--- src/rtl/riscv_pkg.sv ---
// Shared RV32 front-end types and constants.
package riscv_pkg;

    localparam int unsigned XLEN = 32;
    localparam logic [XLEN-1:0] PC_STEP = 32'd4;
    localparam logic [XLEN-1:0] NOP_INSTR = 32'h0000_0013;

    typedef struct packed {
        logic [XLEN-1:0] pc;
        logic [XLEN-1:0] instr;
    } fetch_entry_t;

endpackage

--- src/rtl/fetch_fifo.sv ---
// DEPTH-entry synchronous FIFO of fetched words with their PCs; flush beats push and pop.
module fetch_fifo
    import riscv_pkg::*;
#(
    parameter int unsigned DEPTH = 2
) (
    input  logic                          clk,
    input  logic                          rst,
    input  logic                          push,
    input  logic                          pop,
    input  logic                          flush,
    input  fetch_entry_t                  din,
    output fetch_entry_t                  head,
    output logic [$clog2(DEPTH):0]        count,
    output logic                          empty
);

    localparam int unsigned AW = $clog2(DEPTH);
    localparam int unsigned CW = AW + 1;

    fetch_entry_t  mem_q [DEPTH];
    fetch_entry_t  mem_d [DEPTH];
    logic [AW-1:0] wr_ptr_q, wr_ptr_d;
    logic [AW-1:0] rd_ptr_q, rd_ptr_d;
    logic [CW-1:0] count_q, count_d;
    logic          do_pop;

    always_comb begin
        mem_d    = mem_q;
        wr_ptr_d = wr_ptr_q;
        rd_ptr_d = rd_ptr_q;
        count_d  = count_q;
        do_pop   = pop && (count_q != '0);
        if (flush) begin
            wr_ptr_d = '0;
            rd_ptr_d = '0;
            count_d  = '0;
        end else begin
            if (push) begin
                mem_d[wr_ptr_q] = din;
                wr_ptr_d        = wr_ptr_q + AW'(1);
            end
            if (do_pop) begin
                rd_ptr_d = rd_ptr_q + AW'(1);
            end
            count_d = count_q + CW'(push) - CW'(do_pop);
        end
    end

    always_ff @(posedge clk or posedge rst) begin
        if (rst) begin
            for (int i = 0; i < DEPTH; i++) begin
                mem_q[i] <= '0;
            end
            wr_ptr_q <= '0;
            rd_ptr_q <= '0;
            count_q  <= '0;
        end else begin
            mem_q    <= mem_d;
            wr_ptr_q <= wr_ptr_d;
            rd_ptr_q <= rd_ptr_d;
            count_q  <= count_d;
        end
    end

    always_comb begin
        head  = mem_q[rd_ptr_q];
        count = count_q;
        empty = (count_q == '0);
    end

    // Upstream credit accounting guarantees a free slot for every push.
    no_overflow: assert property (@(posedge clk) disable iff (rst)
        !(push && !flush && !pop && (count_q == CW'(DEPTH))));

endmodule

--- src/rtl/instr_fetch.sv ---
// Instruction fetch stage: credit-limited word requests, in-order responses buffered
// in a small FIFO toward decode, with redirect flushing buffered and in-flight fetches.
module instr_fetch
    import riscv_pkg::*;
#(
    parameter logic [31:0] RESET_PC = 32'h0000_0000,
    parameter int unsigned DEPTH    = 2
) (
    input  logic        clk,
    input  logic        rst,
    output logic        imem_req_valid,
    input  logic        imem_req_ready,
    output logic [31:0] imem_req_addr,
    input  logic        imem_rsp_valid,
    input  logic [31:0] imem_rsp_data,
    input  logic        redirect_valid,
    input  logic [31:0] redirect_pc,
    output logic        instr_valid,
    input  logic        instr_ready,
    output logic [31:0] instr,
    output logic [31:0] instr_pc
);

    localparam int unsigned CW = $clog2(DEPTH) + 1;
    localparam logic [CW-1:0] CNT_MAX = '1;

    logic [XLEN-1:0] fetch_pc_q, fetch_pc_d;
    logic [XLEN-1:0] rsp_pc_q, rsp_pc_d;
    logic [CW-1:0]   outstanding_q, outstanding_d;
    logic [CW-1:0]   drop_q, drop_d;

    logic [CW-1:0]   fifo_count;
    logic            fifo_empty;
    logic            fifo_push;
    logic            fifo_pop;
    fetch_entry_t    fifo_din;
    fetch_entry_t    fifo_head;

    logic [CW-1:0]   in_use;
    logic            has_credit;
    logic            req_fire;
    logic [XLEN-1:0] redirect_base;

    always_comb begin
        fetch_pc_d     = fetch_pc_q;
        rsp_pc_d       = rsp_pc_q;
        drop_d         = drop_q;
        fifo_push      = 1'b0;
        fifo_din.pc    = rsp_pc_q;
        fifo_din.instr = imem_rsp_data;
        redirect_base  = redirect_pc & ~32'd3;

        // Stale in-flight words still hold memory slots, so outstanding is also capped
        // at its counter range to keep drop exact across repeated redirects.
        in_use         = fifo_count + (outstanding_q - drop_q);
        has_credit     = (in_use < CW'(DEPTH)) && (outstanding_q != CNT_MAX);
        imem_req_valid = has_credit && !redirect_valid && !rst;
        imem_req_addr  = fetch_pc_q;
        req_fire       = imem_req_valid && imem_req_ready;
        outstanding_d  = outstanding_q + CW'(req_fire) - CW'(imem_rsp_valid);

        if (redirect_valid) begin
            fetch_pc_d = redirect_base;
            rsp_pc_d   = redirect_base;
            drop_d     = outstanding_q - CW'(imem_rsp_valid);
        end else begin
            if (req_fire) begin
                fetch_pc_d = fetch_pc_q + PC_STEP;
            end
            if (imem_rsp_valid) begin
                if (drop_q != '0) begin
                    drop_d = drop_q - CW'(1);
                end else begin
                    fifo_push = 1'b1;
                    rsp_pc_d  = rsp_pc_q + PC_STEP;
                end
            end
        end
    end

    always_ff @(posedge clk or posedge rst) begin
        if (rst) begin
            fetch_pc_q    <= RESET_PC;
            rsp_pc_q      <= RESET_PC;
            outstanding_q <= '0;
            drop_q        <= '0;
        end else begin
            fetch_pc_q    <= fetch_pc_d;
            rsp_pc_q      <= rsp_pc_d;
            outstanding_q <= outstanding_d;
            drop_q        <= drop_d;
        end
    end

    fetch_fifo #(
        .DEPTH (DEPTH)
    ) u_fifo (
        .clk   (clk),
        .rst   (rst),
        .push  (fifo_push),
        .pop   (fifo_pop),
        .flush (redirect_valid),
        .din   (fifo_din),
        .head  (fifo_head),
        .count (fifo_count),
        .empty (fifo_empty)
    );

    always_comb begin
        instr_valid = !fifo_empty;
        fifo_pop    = instr_valid && instr_ready;
        instr       = fifo_empty ? '0 : fifo_head.instr;
        instr_pc    = fifo_empty ? '0 : fifo_head.pc;
    end

endmodule

--- config.mk ---
export PLATFORM = sky130hd
export DESIGN_NAME = instr_fetch
export DESIGN_NICKNAME = d
export VERILOG_FILES = /design/src/rtl/riscv_pkg.sv /design/src/rtl/fetch_fifo.sv /design/src/rtl/instr_fetch.sv
export SDC_FILE = /design/constraint.sdc
export NUM_CORES = 1
export LEC_CHECK = 0
export ABC_AREA = 1
export CAP_MARGIN = 25
export CORE_AREA = 2 2 174 303
export CTS_BUF_LIST = sky130_fd_sc_hd__clkbuf_2
export CTS_CLUSTER_SIZE = 25
export DETAILED_ROUTE_END_ITERATION = 10
export DIE_AREA = 0 0 176 305
export GPL_TIMING_DRIVEN = 0
export SYNTH_ARGS = -nofsm -noshare
export SYNTH_HDL_FRONTEND = slang
export SYNTH_HIERARCHICAL = 1
export SYNTH_SLANG_ARGS = --single-unit
--- constraint.sdc ---
create_clock -name clk -period 7.3 [get_ports clk]
set_clock_uncertainty 0.1 [all_clocks]
set_input_delay 2.19 -clock clk [delete_from_list [all_inputs] [get_ports clk]]
set_output_delay 2.19 -clock clk [all_outputs]
set_load 0.02 [all_outputs]
* Yosys cells after proc, flatten, opt, wreduce, memory -nomap -nowiden *
Index checks and enable logic that the tools add are counted.

cells by class
  add/sub/neg operators = 12
  magnitude comparators = 4
  eq/ne operators = 2
  muxes and demuxes = 24
  bitwise logic cells = 3
  reductions and logical operators = 21

operators by type and width
  operator                                                                       count
  64-bit two-way mux                                                             4
  32-bit two-way mux                                                             7
  128-bit bitwise mux                                                            1
  32-bit by 3-bit adder with 32-bit output (second input constant)               2
  64-bit demux with 1-bit select                                                 1
  2-bit nonzero test                                                             7
  2-bit two-way mux                                                              4
  1-bit logical AND                                                              7
  1-bit two-way mux                                                              7
  2-bit AND reduction                                                            3
  2-bit by 1-bit subtractor with 2-bit output                                    3
  2-bit by 1-bit adder with 2-bit output                                         2
  2-bit greater-or-equal comparator (second input constant)                      2
  2-bit inequality test (second input constant)                                  2
  1-bit NOT with 2-bit output                                                    2
  1-bit logical NOT                                                              3
  1-bit adder (second input constant)                                            2
  2-bit adder                                                                    1
  2-bit logical NOT                                                              1
  2-bit by 1-bit less-than comparator with 1-bit output (second input constant)  1
  2-bit less-than comparator (second input constant)                             1
  2-bit by 1-bit subtractor with 2-bit output (second input constant)            1
  2-bit subtractor                                                               1
  1-bit NOT                                                                      1

storage, ports and cells
  bits in registers = 200
  input port bits = 70
  output and inout port bits = 98
  word-level logic and storage cells = 77

* Longest topological paths before layout *
Gate-level depths: netlist of the first run.

  depth after elaboration = 9
  mapped depth = 16
  gate-level depth less buffers = 15

* Modules after synthesis *
Netlist of the first run, hierarchy kept.

modules (own cells, without submodules)
  module       times used  cells each  area each (um^2)  sequential area each (um^2)
  fetch_fifo   1           715         6313.6            3303.2
  instr_fetch  1           913         5322.6            1601.5

* Worst setup path before layout of the first run *
Ideal clock, no wire load.

  path kind = input to output
  start point = input port rst
  end point = output port imem_req_valid
  arrival time = 4.124 ns
  data required time = 5.010 ns
  slack = 0.886 ns
  stages on the path = 3
  cell sequence = inv_1 > nand3_1 > nor2_1

between the ends
  longest elaborated chain between the ends = 2

ends and longest elaborated chain
  element                      RTL line           text
  start: declaration           instr_fetch.sv:10  input logic rst,
  1-bit logical NOT (no line)  -
  1-bit logical AND            instr_fetch.sv:57  imem_req_valid = has_credit && !redirect_valid && !rst;
  end: declaration             instr_fetch.sv:11  output logic imem_req_valid,

No other way between the ends.

* Worst setup path after layout of the first run *
Ends and elaborated chain as after synthesis.

==> results.md, run 1 <==
* Outcome: completed
* Synth top area cells: dfrtp_1 42%, nand2_1 22%, o21ai_2 8.0%
* F_max at 148.5 MHz
* Max incr delay on CP at 660 ps
* Synth Area per Inst at 7.148 um2
* WL/cell at 16.22 um
* Vias in the first global route at 10.88k
* Core ar. at 51,340 um2
* Xor and xnor area share after synthesis at 1.957%
* Slowest cell on the critical path: inv_4
* Boundary pin count at 168
* Worst-Skew Late Latency at 870 ps
* Non-filler cells, final at 2,500
* Routing usage on met2 at 28.63%
* Post-route ant nets at 0
* DR vias/cell at 4.385
* Grt ovf at 0
* Die area at 53,680 um2
* CTS tree: yes
* Maximum clock path buffer count at 2
* Crit path DAT at 4440 ps
* Initial Util at 22.67%
* Root Buffer: clkbuf_2
* GP Congestion at 0.9606
* Combinational family with the most area after synthesis: simple AND/OR/NAND/NOR gates
* Setup WS pre-CTS at 423.8 ps
* Sequential share of power at 45.0%
* H-tree depth at 4
* Post-CTS sizing at 0
* Count of cell types in the netlist at 34
* Pwr/cell area at 263.3 nW/um2
* Final Setup Violations at 0
* Gate power share at 38.9%
* DRC violation count after routing at 0
* Buffers on Ports at 163
* RSZ-0062 raised after global routing: false
* Initial antenna violation count at 1
* P_int at 2.201 mW
* Synth Cell Area at 11,640 um2
* Nets at 1,893
* Leak at 6.970 nW
* CTS Buf Count at 17
* First-pass GRT wire length at 62,590 um
* Mux contribution to synthesized area at 0%
* Net Sw Power at 1.598 mW
* CP most frequent cell: clkdlybuf4s50_1
* Worst-margin pin slew at 890.2 ps
* Layout cells sized above 1 at 12.21%
* Post-synth top area cell: dfrtp_1
* Hold Path Origin: u_fifo/mem_q[0]$_DFFE_PP0P_
* Final Instance Area at 14,430 um2
* Crit Path Max Fanout at 65
* Req. time, crit path at 5010 ps
* M1 GR Usage at 17.12%
* Worst IR Drop VDD at 0.09625 mV
* Drt initial violations at 739
* FF-to-FF Start: drop_q[0]$_DFFE_PP0P_
* Largest net degree at the start of global routing at 93
* Slack of the critical path at 567.9 ps
* Clk slew on worst S/H paths at 270 ps
* Worst Setup SP: rst
* Post-synth top area share at 42.15%
* Sw Share at 42.06%
* Seq cells post-synth at 196
* Hold crit path type: register to register
* Post-Synthesis Cells at 1,628
* CP Capture Type: primary output
* Max-cap violations at 0
* Hold buffer count at cts at 0
* Kind of critical path: input pin to primary output
* Final period util at 92.22%
* Met3 Resource Use GR at 2.083%
* Die H at 305 um
* Tmin final at 6732 ps
* Busiest metal layer after global routing: met2
* Yosys warns at 6
* Area Overhead vs Synth at 24.00%
* Fin. Hold Viols at 0
* Clock share of power at 16.1%
* Die Wd at 176 um
* Cell count after placement at 2,467
* Postcts setup bufs at 0
* Final WL at 40,550 um
* Post-synthesis sequential area ratio at 42.15%
* CP delay by family, top: buffers and inverters
* GRT Overall Usage at 15.34%
* Buffers plus inverters on the worst setup path at 3
* Compound-Gate Fraction of Synth Area at 10.58%
* Startpoint Class: input pin
* Relative slew slack at 40.65%
* Placed cell areas at 14,150 um2
* DP HPWL at 31,850 um
* Clock sink count at 196
* Adder-cell share of the synthesized area at 0.9677%
* Std-Cell Rows at 110
* Slew Limit Fails at 0
* Vias post-DR at 10.96k
* Synth Area in Simple Gates at 33.23%
* Util after Layout at 28.11%
* Pre-antenna DRT Iters at 5
* Crit path cell chain: clkdlybuf4s50_1 > inv_4 > nand3_1 > nor2_1 > clkdlybuf4s50_1
==> per-layer routing <==
layer | share of wire (%) | routed length (um)
met5 | 0 | 0
met3 | 4.2 | 1697
met2 | 54 | 21710
met4 | 3.8 | 1546
met1 | 38 | 15590
==> logic make-up after synthesis <==
| kind of cell | after synthesis |
|---|---|
| and+or+nand+nor | 960 |
| buffers and inverters | 275 |
| DFF | 196 |
| AOI/OAI and AO/OA | 161 |
| xor gates and xnor gates | 26 |
| adders and majority gates | 9 |
| other | 1 |
==> Yosys cell counts (all sizes together) <==
cell type,instances
nor3,7
nand4,9
clkbuf,14
nor2,156
dfrtp,196
xnor2,12
and3,1
buf,58
a21oi,4
o21ai,146
inv,203
conb,1
o21bai,1
nand3b,3
o211ai,10
xor2,14
or2,2
nand2,691
nand3,91
ha,9
==> per-stage QoR <==
stage | hold slack (ps) | total power, mW | TNS, ps
finish | 418.5 | 3.799 | 0
global route | 436.1 | 4.103 | 0
CTS | 423.2 | 3.838 | 0
detailed placement | 367.8 | 3.222 | 0
global placement | 363.4 | 3.180 | -50790
floorplan | 353.4 | 2.672 | 0
==> tightest hold or removal path, stage by stage (launching register included) <==
cell and delay (ps):
dfrtp_1 410, nand2_1 60, o21ai_2 50
==> final cells by class <==
cell class	instances	area [um2]
Clock buffer	17	85.08
Multi-Input combinational cell	1160	5453
Tap cell	672	840.8
Fill cell	5627	36910
Antenna cell	1	2.502
Buffer	72	528.0
Sequential cell	196	4905
Clock inverter	15	186.4
Timing Repair Buffer	164	1659
Inverter	203	769.5
==> cells in the final DEF (no fill, tap or decap), types with 2 or more instances in the layout <==
cell type and n:
nand2_1 687, dfrtp_1 196, inv_1 195, clkdlybuf4s50_1 163, nor2_1 142, o21ai_2 106
nand3_1 88, buf_6 30, o21ai_0 26, buf_2 20, clkbuf_2 17, clkbuf_1 14
o21ai_1 14, xor2_1 14, xnor2_1 12, nor2_2 11, o211ai_1 10, ha_1 9
nand4_1 8, inv_2 6, buf_1 6, nor3_1 6, inv_6 6, nand2_2 4
a21oi_1 4, conb_1 4, inv_8 4, nor2_4 3, nand3_2 3, nand3b_1 2
buf_4 2, bufinv_16 2, clkinv_4 2
==> sequential cells by signal (all words and copies together), names as in the netlist <==
name,cells
drop_q,2
imem_req_addr,30
outstanding_q,2
rsp_pc_q,30
u_fifo/count,2
u_fifo/mem_q,128
u_fifo/rd_ptr_q,1
u_fifo/wr_ptr_q,1
==> worst paths after layout <==
kind	endpoint	cells after the start	slack [ps]
min	u_fifo/mem_q[0]$_DFFE_PP0P_	2	420
max	imem_req_valid	5	570
max in group asynchronous	u_fifo/mem_q[117]$_DFFE_PP0P_	3	4640
max reg2reg	u_fifo/mem_q[4]$_DFFE_PP0P_	10	4460
min reg2reg	u_fifo/mem_q[0]$_DFFE_PP0P_	2	420
min in group asynchronous	u_fifo/mem_q[67]$_DFFE_PP0P_	2	1690
==> power groups by stage <==
stage                     Clock, mW  Sequential, mW  Combinational [mW]
after global placement            0            1.72                1.46
after CTS                     0.632            1.71                1.50
after floorplan                   0            1.68               0.989
after global routing          0.674            1.76                1.67
after detailed placement          0            1.73                1.49
final                         0.611            1.71                1.48
Power figures use the tool's default switching activity.
==> run 2, diff against run 1 <==
SETUP_SLACK_MARGIN = 0.1   (was default)
==> results of run 2 <==
No change in the layout: final DEF, timing and power equal those of run 1.
